<file path="src/rtl/priority_encoder_arbiter.sv">
`default_nettype none
// ============================================================================
// Module   : priority_encoder_arbiter
// Brief    : Synchronises and stability-filters a request vector, then grants
//            one index (fixed MSB-first or round-robin) over valid/ack.
// Revision : 1.0 - initial release
// ============================================================================
module priority_encoder_arbiter #(
    parameter  int NUM_IN        = 18,
    parameter  int STABLE_CYCLES = 4,
    localparam int OUT_W         = $clog2(NUM_IN)
) (
    input  logic              clk,
    input  logic              rst,
    input  logic [NUM_IN-1:0] req_i,
    input  logic              mode_i,
    input  logic              ack_i,
    output logic [OUT_W-1:0]  index_o,
    output logic              valid_o,
    output logic              none_o,
    output logic              change_o
);

    localparam int                 c_cnt_w   = $clog2(STABLE_CYCLES + 1);
    localparam logic [c_cnt_w-1:0] c_cnt_max = c_cnt_w'(STABLE_CYCLES);
    localparam logic [c_cnt_w-1:0] c_cnt_arm = c_cnt_w'(STABLE_CYCLES - 1);

    localparam logic [0:0] c_idle  = 1'b0;
    localparam logic [0:0] c_issue = 1'b1;

    logic [NUM_IN-1:0]  r_s1;
    logic [NUM_IN-1:0]  r_s2;
    logic [NUM_IN-1:0]  r_prev;
    logic [NUM_IN-1:0]  r_filt;
    logic [c_cnt_w-1:0] r_cnt;
    logic               r_change;
    logic               r_none;

    logic [0:0]         r_state;
    logic [OUT_W-1:0]   r_index;
    logic               r_valid;
    logic [OUT_W-1:0]   r_ptr;

    logic [0:0]         w_state_nxt;
    logic [OUT_W-1:0]   w_index_nxt;
    logic               w_valid_nxt;
    logic [OUT_W-1:0]   w_ptr_nxt;

    logic [OUT_W-1:0]   w_fix_idx;
    logic [OUT_W-1:0]   w_lo_idx;
    logic [OUT_W-1:0]   w_hi_idx;
    logic               w_lo_hit;
    logic [OUT_W-1:0]   w_sel;

    // Input synchroniser and stability filter
    always_ff @(posedge clk or posedge rst) begin
        if (rst) begin
            r_s1     <= '0;
            r_s2     <= '0;
            r_prev   <= '0;
            r_filt   <= '0;
            r_cnt    <= '0;
            r_change <= 1'b0;
            r_none   <= 1'b1;
        end else begin
            r_s1     <= req_i;
            r_s2     <= r_s1;
            r_prev   <= r_s2;
            r_change <= 1'b0;
            r_none   <= (r_filt == '0);
            if (r_s2 != r_prev) begin
                r_cnt <= '0;
            end else begin
                if (r_cnt != c_cnt_max) begin
                    r_cnt <= r_cnt + c_cnt_w'(1);
                end
                if (r_cnt == c_cnt_arm) begin
                    r_filt   <= r_s2;
                    r_change <= (r_s2 != r_filt);
                end
            end
        end
    end

    // Ascending scan: last hit below ptr is the round-robin winner; last hit
    // at or above ptr is the wrap-around winner; last hit overall is fixed.
    always_comb begin
        w_fix_idx = '0;
        w_lo_idx  = '0;
        w_hi_idx  = '0;
        w_lo_hit  = 1'b0;
        for (int i = 0; i < NUM_IN; i++) begin
            if (r_filt[i]) begin
                w_fix_idx = OUT_W'(i);
                if (OUT_W'(i) < r_ptr) begin
                    w_lo_idx = OUT_W'(i);
                    w_lo_hit = 1'b1;
                end else begin
                    w_hi_idx = OUT_W'(i);
                end
            end
        end
        if (!mode_i) begin
            w_sel = w_fix_idx;
        end else if (w_lo_hit) begin
            w_sel = w_lo_idx;
        end else begin
            w_sel = w_hi_idx;
        end
    end

    always_ff @(posedge clk or posedge rst) begin
        if (rst) begin
            r_state <= c_idle;
            r_index <= '1;
            r_valid <= 1'b0;
            r_ptr   <= '0;
        end else begin
            r_state <= w_state_nxt;
            r_index <= w_index_nxt;
            r_valid <= w_valid_nxt;
            r_ptr   <= w_ptr_nxt;
        end
    end

    // Grant is frozen in ISSUE until acked; no revocation
    always_comb begin
        w_state_nxt = r_state;
        w_index_nxt = r_index;
        w_valid_nxt = r_valid;
        w_ptr_nxt   = r_ptr;
        case (r_state)
            c_idle: begin
                if (r_filt != '0) begin
                    w_index_nxt = w_sel;
                    w_valid_nxt = 1'b1;
                    w_state_nxt = c_issue;
                end else begin
                    w_index_nxt = '1;
                    w_valid_nxt = 1'b0;
                end
            end
            c_issue: begin
                if (ack_i) begin
                    w_valid_nxt = 1'b0;
                    w_ptr_nxt   = r_index;
                    w_state_nxt = c_idle;
                end
            end
            default: begin
                w_state_nxt = c_idle;
                w_index_nxt = '1;
                w_valid_nxt = 1'b0;
            end
        endcase
    end

    assign index_o  = r_index;
    assign valid_o  = r_valid;
    assign none_o   = r_none;
    assign change_o = r_change;

endmodule
`default_nettype wire

</file>
<file path="config.mk">
export PLATFORM = sky130hd
export DESIGN_NAME = priority_encoder_arbiter
export DESIGN_NICKNAME = d
export VERILOG_FILES = /design/src/rtl/priority_encoder_arbiter.sv
export SDC_FILE = /design/constraint.sdc
export NUM_CORES = 1
export LEC_CHECK = 0
export CAP_MARGIN = 25
export CORE_MARGIN = 4
export CORE_UTILIZATION = 40
export CTS_CLUSTER_SIZE = 10
export DETAILED_ROUTE_END_ITERATION = 10
export PLACE_DENSITY = 0.66
export SLEW_MARGIN = 25
export SYNTH_ARGS = -nofsm -noshare
export SYNTH_HDL_FRONTEND = slang
export SYNTH_SLANG_ARGS = --single-unit
</file>
<file path="constraint.sdc">
create_clock -name clk -period 4.33 [get_ports clk]
set_input_delay 1.299 -clock clk [delete_from_list [all_inputs] [get_ports clk]]
set_output_delay 1.299 -clock clk [all_outputs]
set_load 0.05 [all_outputs]
</file>
# == After elaboration in Yosys (flattened, before gate mapping) ==
# Cells that the tools add are included.
# Widths: inputs -> output; s select.
# totals
regBits,89
latchBits,0
mem_bits_rw,0
romBits,0
inputBits,22
word_cells,175
memories,0
# op_classes
add_sub_neg,1
n_mul,0
div,0
n_lt_le_gt_ge,18
eq_ne,5
shift,0
muxes,133
bitwise,2
reduce_logical,5
# ops
op,n
$mux 5,83
$mux 1,46
$lt 4x5->1 const A,8
$ne 18x18->1,2
$lt 3x5->1 const A,4
$logic_not 18->1,1
$reduce_bool 18->1,1
$lt 1x5->1 const A,2
$lt 2x5->1 const A,2
$lt 5x5->1 const A,2
$mux 3,2
$pmux 1 s2,2
$reduce_and 2->1,2
$add 3x1->3 const B,1
$eq 3x2->1 const B,1
$ne 3x3->1 const B,1
$ne 2x2->1 const B,1
$not 1->1,2
$reduce_bool 2->1,1

# == Logic depth before layout (Yosys ltp) ==
# Gate-level depths: netlist of the first run.
# logic_depth
depth_word,40
ltp_mapped,9

# == Worst setup path before layout of the first run ==
# OpenSTA, ideal clock, no wires.
# synth_path
path_kind,register to register
start,register r_ptr[4]
end,"register r_index[1], in the netlist index_o[1]"
setup_ns,0.083
arrival_ns,1.982
setup_slack_ns,2.265
stages_incl_launch_ff,8
n_path_buf,1
path_cell_list,dfrtp_1 > or2_1 > buf_6 > a21boi_4 > o32a_4 > nor4_4 > nor3_1 > o32a_1
# synth_between
elab_chain_len,40
word_cells_on_any_way,121
cone_classes,order compare: 18; mux: 103
# synth_lines
item,line,rtl
"start, declared",42,logic [OUT_W-1:0] r_ptr;
"start signal, assigned",122,r_ptr <= w_ptr_nxt;
$lt 1x5->1,95,if (OUT_W'(i) < r_ptr) begin
$mux 1,95,
$mux 1,93,if (r_filt[i]) begin
$mux 1,95,
$mux 1,93,
$mux 1,95,
$mux 1,93,
$mux 1,95,
[24 not listed],-,
$mux 1,93,
$mux 1,95,
$mux 1,93,
$mux 1,95,
$mux 1,93,
$mux 5 *,105,end else if (w_lo_hit) begin
$mux 5 *,103,if (!mode_i) begin
$mux 5 *,134,if (r_filt != '0) begin
"end signal, assigned",120,r_index <= w_index_nxt;
"end, declared",40,logic [OUT_W-1:0] r_index;
# Mark *: on every way between the ends. The rest lies on a longest branch, timed or not.
# A chain may end at the register's enable or synchronous reset.

# == Final worst setup path of the first run ==
# layout_path
start,"register r_index[4], in the netlist index_o[4]"
end,output index_o[4]
# layout_rtl
item,line,rtl
"end, declared",18,"output logic [OUT_W-1:0] index_o,"
# No word-level cell between the ends.

==> metrics.txt, run 1 <==
initial antenna violation count=0; DRC viols=0; Seq pwr share=0.572; DR WL/cell=16.4 µm; Nets=415; post-CTS sizing=0; drt total wl=8720 µm; GRT Resource Usage Total=0.149; most area-consuming cells after synthesis=dfrtp_1, xnor2_1, mux2_2, dfstp_2, nand2_1; n_diodes=0; Die X=111 µm; Synthesis Warnings=0; DRT antenna net count=0; DR pass1 iterations=4; GRT overflow=0; PD cells=337 nW/µm²; Sum Neg Setup Slack=0 ns; TritonCTS buffer count=9; Die Area=12300 µm²; hold path cells=0; via count=2929; Cells after Synth=372; arrival time worst endpoint=1.70 ns; number of setup buffers added after CTS=0; R2R Setup Slk=1.69 ns; deepest clock path buffer count=2; multi-input logic area=1770 µm²; ys flop type=dfrtp_1; VDD IR max=0.221 mV; sequential fraction of the synthesis area=0.528; Largest delay share family, worst path=buffers and inverters; FILL cells=966; Worst-Skew Late Latency=0.35 ns; area delta synth->final=12.5%; Max Fanout on Critical Path=3; Worst Hold End=r_s2[6]$_DFF_PP0_; critical path cell sequence=clkdlybuf4s50_1; DP HPWL=6390 µm; vias in the first global route=3023; final clock skew=0.0123 ns; Mapped Area=4230 µm²; Sw Share=0.250; largest stage delay on the critical path=0.80 ns; Slew Limit Fails=0; combinational power share=0.064; RD Place Congestion=0.903; critical path's slowest cell=clkdlybuf4s50_1; Final Cycle Share=0.692; critical path required time=3.03 ns; synthesized area per cell=11.4 µm²; worst r2r src=r_ptr[4]$_DFFE_PP0P_; Crit. End Element=output port; Initial Util=0.410; hold wc startpoint=r_s1[6]$_DFF_PP0_; share of cells above drive strength 1=0.157; CP bufs+invs=1; pin count of the biggest net entering global routing=44; Via density=5.52; FF+latch area=2230 µm²; Cell Int Power=1.20 mW; die height=111 µm; Setup CP Type=flop to output port; Slew HR=0.467; P_sw=0.401 mW; actual slew at the worst max-slew pin=0.797 ns; Hold-fix buffers, CTS=0; Clock power frac=0.364; Worst-path clk slew=0.09 ns; # H-tree levels=3; Port Buffers=29; Cell variety after synth=69; CTS root buf=clkbuf_8; FP Rows=37; Final Hold Fails=0; 1st-iter DRT viols=152; clk sinks=89; worst flop-to-flop path endpoint=index_o[1]$_DFFE_PP1N_; Reg2Reg Depth=7; Setup Viol. Count Final=0; core box area=10300 µm²; status=finished clean; first-pass GRT wire length=14800 µm; Hold Crit Class=flop to flop; CP startpoint kind=flop; Yosys reg bits=89; Highest Clock Rate=0.334 GHz; Max Cap Viol=0; Final Util=0.461; min Tclk post-route=3.00 ns; leakage=1.97 nW; clock tree from TritonCTS=built; Synth top area share=0.491; IO Count=30; number of flops mapped to enable cells by yosys=0; RSZ-0062 raised after global routing=false; FFs w/ async S/R, synth=1.00; syn nets=397; Synth area leader=dfrtp_1
-- area by class of cell --
class,count,share of cell area
Timing Repair Buffer,31,0.0641
Clock buffer,10,0.0289
Sequential cell,89,0.469
Clock inverter,6,0.0155
Inverter,14,0.0142
Multi-Input combinational cell,245,0.372
Tap cell,136,0.0357
-- routing by layer --
metal  GRT usage  wire length, µm
met3      0.0273              458
met1       0.192             3640
met5           0                0
met2       0.244             4420
met4      0.0681              206
-- state kept, by name, summed over array words and instances (netlist names) --
| signal | cells |
|---|---|
| r_s2 | 18 |
| change_o | 1 |
| none_o | 1 |
| r_s1 | 18 |
| r_filt | 18 |
| r_ptr | 5 |
| index_o | 5 |
| r_state | 1 |
| valid_o | 1 |
| r_cnt | 3 |
| r_prev | 18 |
-- cells in the final DEF, fill, tap and decap left out, types with 2 or more instances in the layout --
| master | synthesis | final |
|---|---|---|
| o31a_1 | 2 | 2 |
| inv_1 | 13 | 12 |
| dfstp_2 | 6 | 6 |
| and3_1 | 2 | 2 |
| nor3_1 | 7 | 7 |
| nand4_1 | 8 | 8 |
| buf_4 | 0 | 2 |
| nand2_1 | 31 | 31 |
| o21ai_1 | 4 | 4 |
| xor2_1 | 8 | 8 |
| o31ai_1 | 3 | 3 |
| clkdlybuf4s50_1 | 0 | 29 |
| a31oi_1 | 3 | 3 |
| o22ai_1 | 5 | 5 |
| o21ai_0 | 12 | 12 |
| a32oi_1 | 2 | 2 |
| o21a_1 | 3 | 3 |
| or4_1 | 3 | 3 |
| dfrtp_1 | 83 | 83 |
| clkinvlp_4 | 0 | 2 |
| a41oi_1 | 2 | 2 |
| a211oi_1 | 2 | 2 |
| o22a_1 | 2 | 2 |
| o211ai_1 | 3 | 3 |
| clkbuf_8 | 4 | 10 |
| o221ai_1 | 4 | 4 |
| ha_1 | 3 | 3 |
| nor4_1 | 4 | 4 |
| nand3_1 | 9 | 9 |
| xnor2_1 | 29 | 29 |
| or2_1 | 2 | 2 |
| a21o_1 | 3 | 3 |
| a21oi_1 | 17 | 17 |
| mux2_2 | 22 | 22 |
| nor2_1 | 17 | 17 |
-- Yosys cell counts, drive strengths merged, types with 3 or more instances --
cell type and number:
a31oi 3, nor3 7, dfrtp 83, dfstp 6, or4 3, xnor2 29, mux2 22, o211ai 4
o21a 3, nor2 17, clkbuf 15, o31ai 4, a21oi 18, o22ai 5, a21boi 3, nand2 31
buf 9, nand3 10, o21ai 17, a21o 4, nor4 5, xor2 8, inv 13, or2 3
o221ai 4, nand4 8, ha 3
-- how the worst max path moves through the flow --
stage	from	to	slack, ns	depth (start not counted)
6_report	index_o[4]$_DFFE_PP1N_	index_o[4]	1.33	1
5_1_grt	index_o[4]$_DFFE_PP1N_	index_o[4]	1.29	1
4_1_cts	index_o[4]$_DFFE_PP1N_	index_o[4]	1.31	1
3_5_place_dp	index_o[3]$_DFFE_PP1N_	index_o[3]	1.71	1
3_3_place_gp	index_o[1]$_DFFE_PP1N_	index_o[1]	1.72	1
2_1_floorplan	rst	change_o$_DFF_PP0_	0.73	1
-- stage by stage --
stage                     hold slack, ns  area (µm²)  setup WS [ns]  std cells  total power [mW]
after floorplan                    0.331        4230          0.734        372             0.993
after CTS                          0.354        4760           1.31        531              1.63
after global placement             0.331        4550           1.72        515              1.04
final                              0.352        4760           1.33        531              1.60
after global routing               0.355        4760           1.29        531              1.69
after detailed placement           0.335        4550           1.71        515              1.04
-- power by group through the flow --
stage          combinational [mW]  sequential (mW)  clock [mW]
4_1_cts                     0.105            0.918       0.607
5_1_grt                     0.118            0.922       0.645
3_3_place_gp                0.103            0.932           0
6_report                    0.103            0.917       0.584
2_1_floorplan              0.0926            0.900           0
3_5_place_dp                0.105            0.935           0
-- logic make-up after synthesis --
group / synth area share
and+or+nand+nor: 0.117
DFF: 0.528
AOI/OAI and AO/OA: 0.156
buffers and inverters: 0.0535
xor gates and xnor gates: 0.0765
muxes: 0.0609
adders and majority gates: 0.00887
No activity file was read; power rests on OpenSTA's default activity.
==> inputs of run 2 (changes only) <==
- clock period: 4.33 -> 3.14 ns (I/O delays scaled with it)
==> run 2 against run 1 <==
Net effect:
- flip-flop and latch count unchanged
- hold slack improved by 0.0012 ns
- largest cell class unchanged
- combinational power increased by 51%
- global-route usage decreased by 0.34 points
- power increased by 32%
- non-clock buffer count increased by 2
- clock power increased by 21%
- final cell count increased by 0.38%
==> metrics.txt, run 2 (synthesized netlist as in run 1, its figures left out) <==
status=finished clean; drt total wl=8740 µm (+0.16%); initial antenna violation count=0 (unchanged); VDD IR max=0.244 mV (+10%); n_diodes=0 (unchanged); GRT Resource Usage Total=0.145 (-0.00344); Max Cap Viol=0 (unchanged); CP bufs+invs=1 (unchanged); Tot Pwr=2.12 mW (+32%); Max Fanout on Critical Path=3 (unchanged); Final Hold Fails=0 (unchanged); min Tclk post-route=2.65 ns; Clock power frac=0.334 (-0.030); Final Util=0.461 (about the same); Die Area=12300 µm² (unchanged); Largest delay share family, worst path=buffers and inverters; pin count of the biggest net entering global routing=90 (+100%); critical path's slowest cell=clkdlybuf4s50_1; Cell Int Power=1.56 mW (+30%); clock tree from TritonCTS=built; Worst-path clk slew=0.09 ns (about the same); clk sinks=89 (unchanged); TritonCTS buffer count=9 (unchanged); multi-input logic area=1770 µm² (unchanged); commonest cells after routing, fill and taps aside=dfrtp_1, nand2_1, xnor2_1, clkdlybuf4s50_1, mux2_2; Sum Neg Setup Slack=0 ns (unchanged); share of cells above drive strength 1=0.161 (+0.00425); 1st-iter DRT viols=204 (+34%); DR pass1 iterations=9 (+5); DR WL/cell=16.4 µm (-0.22%); combinational power share=0.074 (+0.010); Sw Share=0.266 (+0.0161); number of setup buffers added after CTS=0 (unchanged); FILL cells=940 (-2.7%); first-pass GRT wire length=14500 µm (-2.1%); Via density=5.55 (+0.68%); Port Buffers=29 (unchanged); final clock skew=0.00922 ns (-0.00309 ns); Final Cycle Share=0.843; FP Rows=37 (unchanged); IO Count=30 (unchanged); critical path cell sequence=clkdlybuf4s50_1; PD cells=446 nW/µm² (+33%); P_sw=0.565 mW (+41%); Highest Clock Rate=0.378 GHz; Initial Util=0.410 (unchanged); largest stage delay on the critical path=0.80 ns (about the same); Die X=111 µm (unchanged); DP HPWL=6280 µm (-1.8%); GRT overflow=0 (unchanged); Hold Crit Class=flop to flop; Seq pwr share=0.593 (+0.021); via count=2960 (+1.1%); Hold-fix buffers, CTS=0 (unchanged); Slew Limit Fails=0 (unchanged); CP startpoint kind=flop; core box area=10300 µm² (unchanged); vias in the first global route=2921 (-3.4%); RD Place Congestion=0.936 (+3.6%); die height=111 µm (unchanged); Worst-Skew Late Latency=0.35 ns (about the same); actual slew at the worst max-slew pin=0.751 ns (-0.0463 ns); DRT antenna net count=0 (unchanged); FF+latch area=2230 µm² (unchanged); critical path required time=2.20 ns (-0.83 ns); most common cell after layout, fill and taps aside=dfrtp_1; arrival time worst endpoint=1.70 ns (about the same); CTS root buf=clkbuf_8; Crit. End Element=output port; Setup Viol. Count Final=0 (unchanged); area delta synth->final=12.4% (about the same); # H-tree levels=3 (unchanged); RSZ-0062 raised after global routing=false; deepest clock path buffer count=2 (unchanged); leakage=1.96 nW (-0.25%); Setup CP Type=flop to output port; Nets=417 (+0.48%); Slew HR=0.498 (+0.0309); post-CTS sizing=0 (unchanged); DRC viols=0 (unchanged)
-- run 2: path summary, 6_finish.rpt --
| kind | from | endpoint | slack, ns | cells past startpoint |
|---|---|---|---|---|
| setup / recovery | index_o[4]$_DFFE_PP1N_ | index_o[4] | 0.49 | 1 |
| hold reg to reg | r_s1[4]$_DFF_PP0_ | r_s2[4]$_DFF_PP0_ | 0.35 | 0 |
| max in group asynchronous | rst | r_s1[10]$_DFF_PP0_ | 1.73 | 3 |
| hold / removal | r_s1[4]$_DFF_PP0_ | r_s2[4]$_DFF_PP0_ | 0.35 | 0 |
| min in group asynchronous | rst | r_s1[16]$_DFF_PP0_ | 1.06 | 3 |
| setup reg to reg | r_ptr[1]$_DFFE_PP0P_ | index_o[3]$_DFFE_PP1N_ | 0.62 | 7 |
-- run 2: final cells by class --
type | count | area share
clock buffer | 9 | 0.0260
clock inverter | 7 | 0.0113
inverter | 14 | 0.0147
multi-input combinational | 245 | 0.373
sequential | 89 | 0.470
tap | 136 | 0.0358
timing repair buffer | 33 | 0.0699
-- run 2: metal layers --
metal  up-vias  wire length, µm  global-route usage
met3        12              559              0.0267
met4         0              151              0.0591
met5         -                0                   0
met2       117             4340               0.241
li1       1378                -                   -
met1      1453             3680               0.188
-- run 2: per-stage QoR --
stage | setup slack (ns) | instances | hold WS, ns | instance area, µm²
4_1_cts | 0.466 | 533 | 0.355 | 4760
2_1_floorplan | 1.07 | 372 | 0.331 | 4240
5_1_grt | 0.447 | 533 | 0.361 | 4760
6_report | 0.493 | 533 | 0.353 | 4760
3_5_place_dp | 0.678 | 517 | 0.335 | 4580
3_3_place_gp | 0.727 | 517 | 0.332 | 4580
-- run 2: power groups by stage --
stage	Combinational [mW]	Clock [mW]	Sequential, mW
global placement	0.156	0	1.28
global route	0.174	0.783	1.27
floorplan	0.128	0	1.24
finish	0.156	0.709	1.26
CTS	0.158	0.734	1.26
detailed placement	0.157	0	1.28
==> inputs of run 3 (changes only) <==
- PLACE_DENSITY: 0.66 -> 0.68
- clock period: 3.14 -> 2.3 ns (I/O delays scaled with it)
==> run 3 against run 2 <==
Net effect:
- flip-flop and latch count unchanged
- cell area rose by 7.9%
- clock power increased by 62%
- register-to-register slack got worse by 0.52 ns
- critical path depth is 7 higher
- count of clock-buffer cells in the layout rose by 1
- combinational power increased by 82%
- via count grew 3.6%
- clock skew up 0.0021 ns
- sequential power increased by 34%
- hold slack got worse by 0.0021 ns
- largest power group unchanged
==> metrics.txt, run 3 (synthesized netlist as in run 1, its figures left out) <==
status=finished clean; critical path cell sequence=or2_4 -> a21boi_4 -> o32a_4 -> nor4_4 -> buf_4 -> nand4b_4 -> a21oi_1 -> o22a_1; setup slack at placement=-0.0379 ns (-0.716 ns); P_sw=0.750 mW (+33%); Via density=5.36 (-3.4%); hold path cells=0 (unchanged); Clock power frac=0.368 (+0.034); share of cells above drive strength 1=0.271 (+0.109); die height=111 µm (unchanged); CTS root buf=clkbuf_8; Hold Crit Class=flop to flop; commonest cells after routing, fill and taps aside=dfrtp_1, buf_4, nand2_1, xnor2_1, clkdlybuf4s50_1; Crit. End Element=flop; actual slew at the worst max-slew pin=0.493 ns (-0.258 ns); Levels on crit path=8 (+7); core box area=10300 µm² (unchanged); critical path's slowest cell=dfrtp_2; clock tree from TritonCTS=built; first-pass GRT wire length=16100 µm (+11%); initial antenna violation count=0 (unchanged); Slew HR=0.671 (+0.172); RD Place Congestion=0.946 (+1.1%); Reg2Reg Depth=8 (+1); vias in the first global route=3135 (+7.3%); DR WL/cell=16.9 µm (+2.8%); Setup CP Type=flop to flop; largest stage delay on the critical path=0.50 ns (-0.30 ns); GRT Resource Usage Total=0.164 (+0.0189); combinational power share=0.091 (+0.017); critical path required time=2.59 ns (+0.39 ns); PD cells=609 nW/µm² (+37%); Die Area=12300 µm² (unchanged); min Tclk post-route=2.20 ns; GRT overflow=0 (unchanged); Final Util=0.497 (+0.0362); via count=3068 (+3.6%); DR pass1 iterations=4 (-5); pin count of the biggest net entering global routing=90 (unchanged); Die X=111 µm (unchanged); Sw Share=0.240 (-0.0262); area delta synth->final=21.2%; clk sinks=89 (unchanged); Final Hold Fails=0 (unchanged); FP Rows=37 (unchanged); dpl cell area=4790 µm² (+4.6%); Initial Util=0.410 (unchanged); arrival time worst endpoint=2.50 ns (+0.80 ns); deepest clock path buffer count=2 (unchanged); Final Cycle Share=0.958; Worst-path clk slew=0.09 ns (about the same); Slew Limit Fails=0 (unchanged); CP bufs+invs=1 (unchanged); Nets=456 (+9.4%); cell area after layout=5130 µm² (+7.9%); drt total wl=9640 µm (+10%); setup ws final=0.0958 ns (-0.397 ns); Max Cap Viol=0 (unchanged); final clock skew=0.0114 ns (+0.00213 ns); DRT antenna net count=0 (unchanged); n_diodes=0 (unchanged); R2R Setup Slk=0.1 ns (-0.52 ns); 1st-iter DRT viols=207 (+1.5%); # H-tree levels=3 (unchanged); VDD IR max=0.512 mV (+110%); Max Fanout on Critical Path=10 (+7); Cell Int Power=2.38 mW (+53%); DRC viols=0 (unchanged); Setup Viol. Count Final=0 (unchanged); most common cell after layout, fill and taps aside=dfrtp_1; leakage=2.17 nW (+10%); Port Buffers=29 (unchanged); IO Count=30 (unchanged); DP HPWL=7220 µm (+15%); Highest Clock Rate=0.454 GHz; CP startpoint kind=flop; FILL cells=950 (+1.1%); TritonCTS buffer count=9 (unchanged); Worst-Skew Late Latency=0.35 ns (about the same); Largest delay share family, worst path=compound AO/OA/AOI/OAI gates; Seq pwr share=0.542 (-0.051)
-- run 3: layout make-up --
class / count / area [µm²] / share of cell area
Timing Repair Buffer: 72 / 614 / 0.120
Sequential cell: 89 / 2240 / 0.436
Inverter: 14 / 70.1 / 0.0137
Tap cell: 136 / 170 / 0.0332
Multi-Input combinational cell: 245 / 1820 / 0.354
Clock inverter: 6 / 91.3 / 0.0178
Clock buffer: 10 / 128 / 0.0249
-- run 3: worst paths after layout --
| path | start | end |
|---|---|---|
| max | r_ptr[1]$_DFFE_PP0P_ | index_o[2]$_DFFE_PP1N_ |
| min in group asynchronous | rst | r_filt[15]$_DFFE_PP0P_ |
| min | r_s1[14]$_DFF_PP0_ | r_s2[14]$_DFF_PP0_ |
| max reg2reg | r_ptr[1]$_DFFE_PP0P_ | index_o[2]$_DFFE_PP1N_ |
| max in group asynchronous | rst | r_ptr[2]$_DFFE_PP0P_ |
| min reg2reg | r_s1[14]$_DFF_PP0_ | r_s2[14]$_DFF_PP0_ |
-- run 3: timing repair --
item	4_1_cts	5_1_grt
resized for setup	8	7
hold buffers	0	0
hold endpoints to repair	0	0
pin swaps	3	5
endpoints found under the setup margin	3	5
setup buffers	5	4
-- run 3: routing by layer --
layer  GRT usage  up-vias  share of wire
met2       0.266       92           0.48
met4      0.0542        0          0.016
li1            -     1456              -
met3      0.0333       12          0.061
met5           0        -              0
met1       0.221     1508           0.44
-- run 3: through the flow --
| step | power (mW) | setup TNS (ns) | hold slack (ns) | std cells |
|---|---|---|---|---|
| 2_1_floorplan | 1.87 | 0 | 0.331 | 372 |
| 5_1_grt | 3.30 | -0.0174 | 0.359 | 572 |
| 3_3_place_gp | 1.99 | -0.00586 | 0.331 | 547 |
| 4_1_cts | 3.17 | 0 | 0.353 | 568 |
| 3_5_place_dp | 2.00 | -0.0836 | 0.335 | 547 |
| 6_report | 3.13 | 0 | 0.351 | 572 |
-- run 3: power groups by stage --
stage	Sequential (mW)	Clock [mW]	Combinational (mW)
floorplan	1.69	0	0.175
global placement	1.72	0	0.269
detailed placement	1.72	0	0.271
CTS	1.69	1.19	0.285
global route	1.70	1.28	0.314
finish	1.69	1.15	0.284
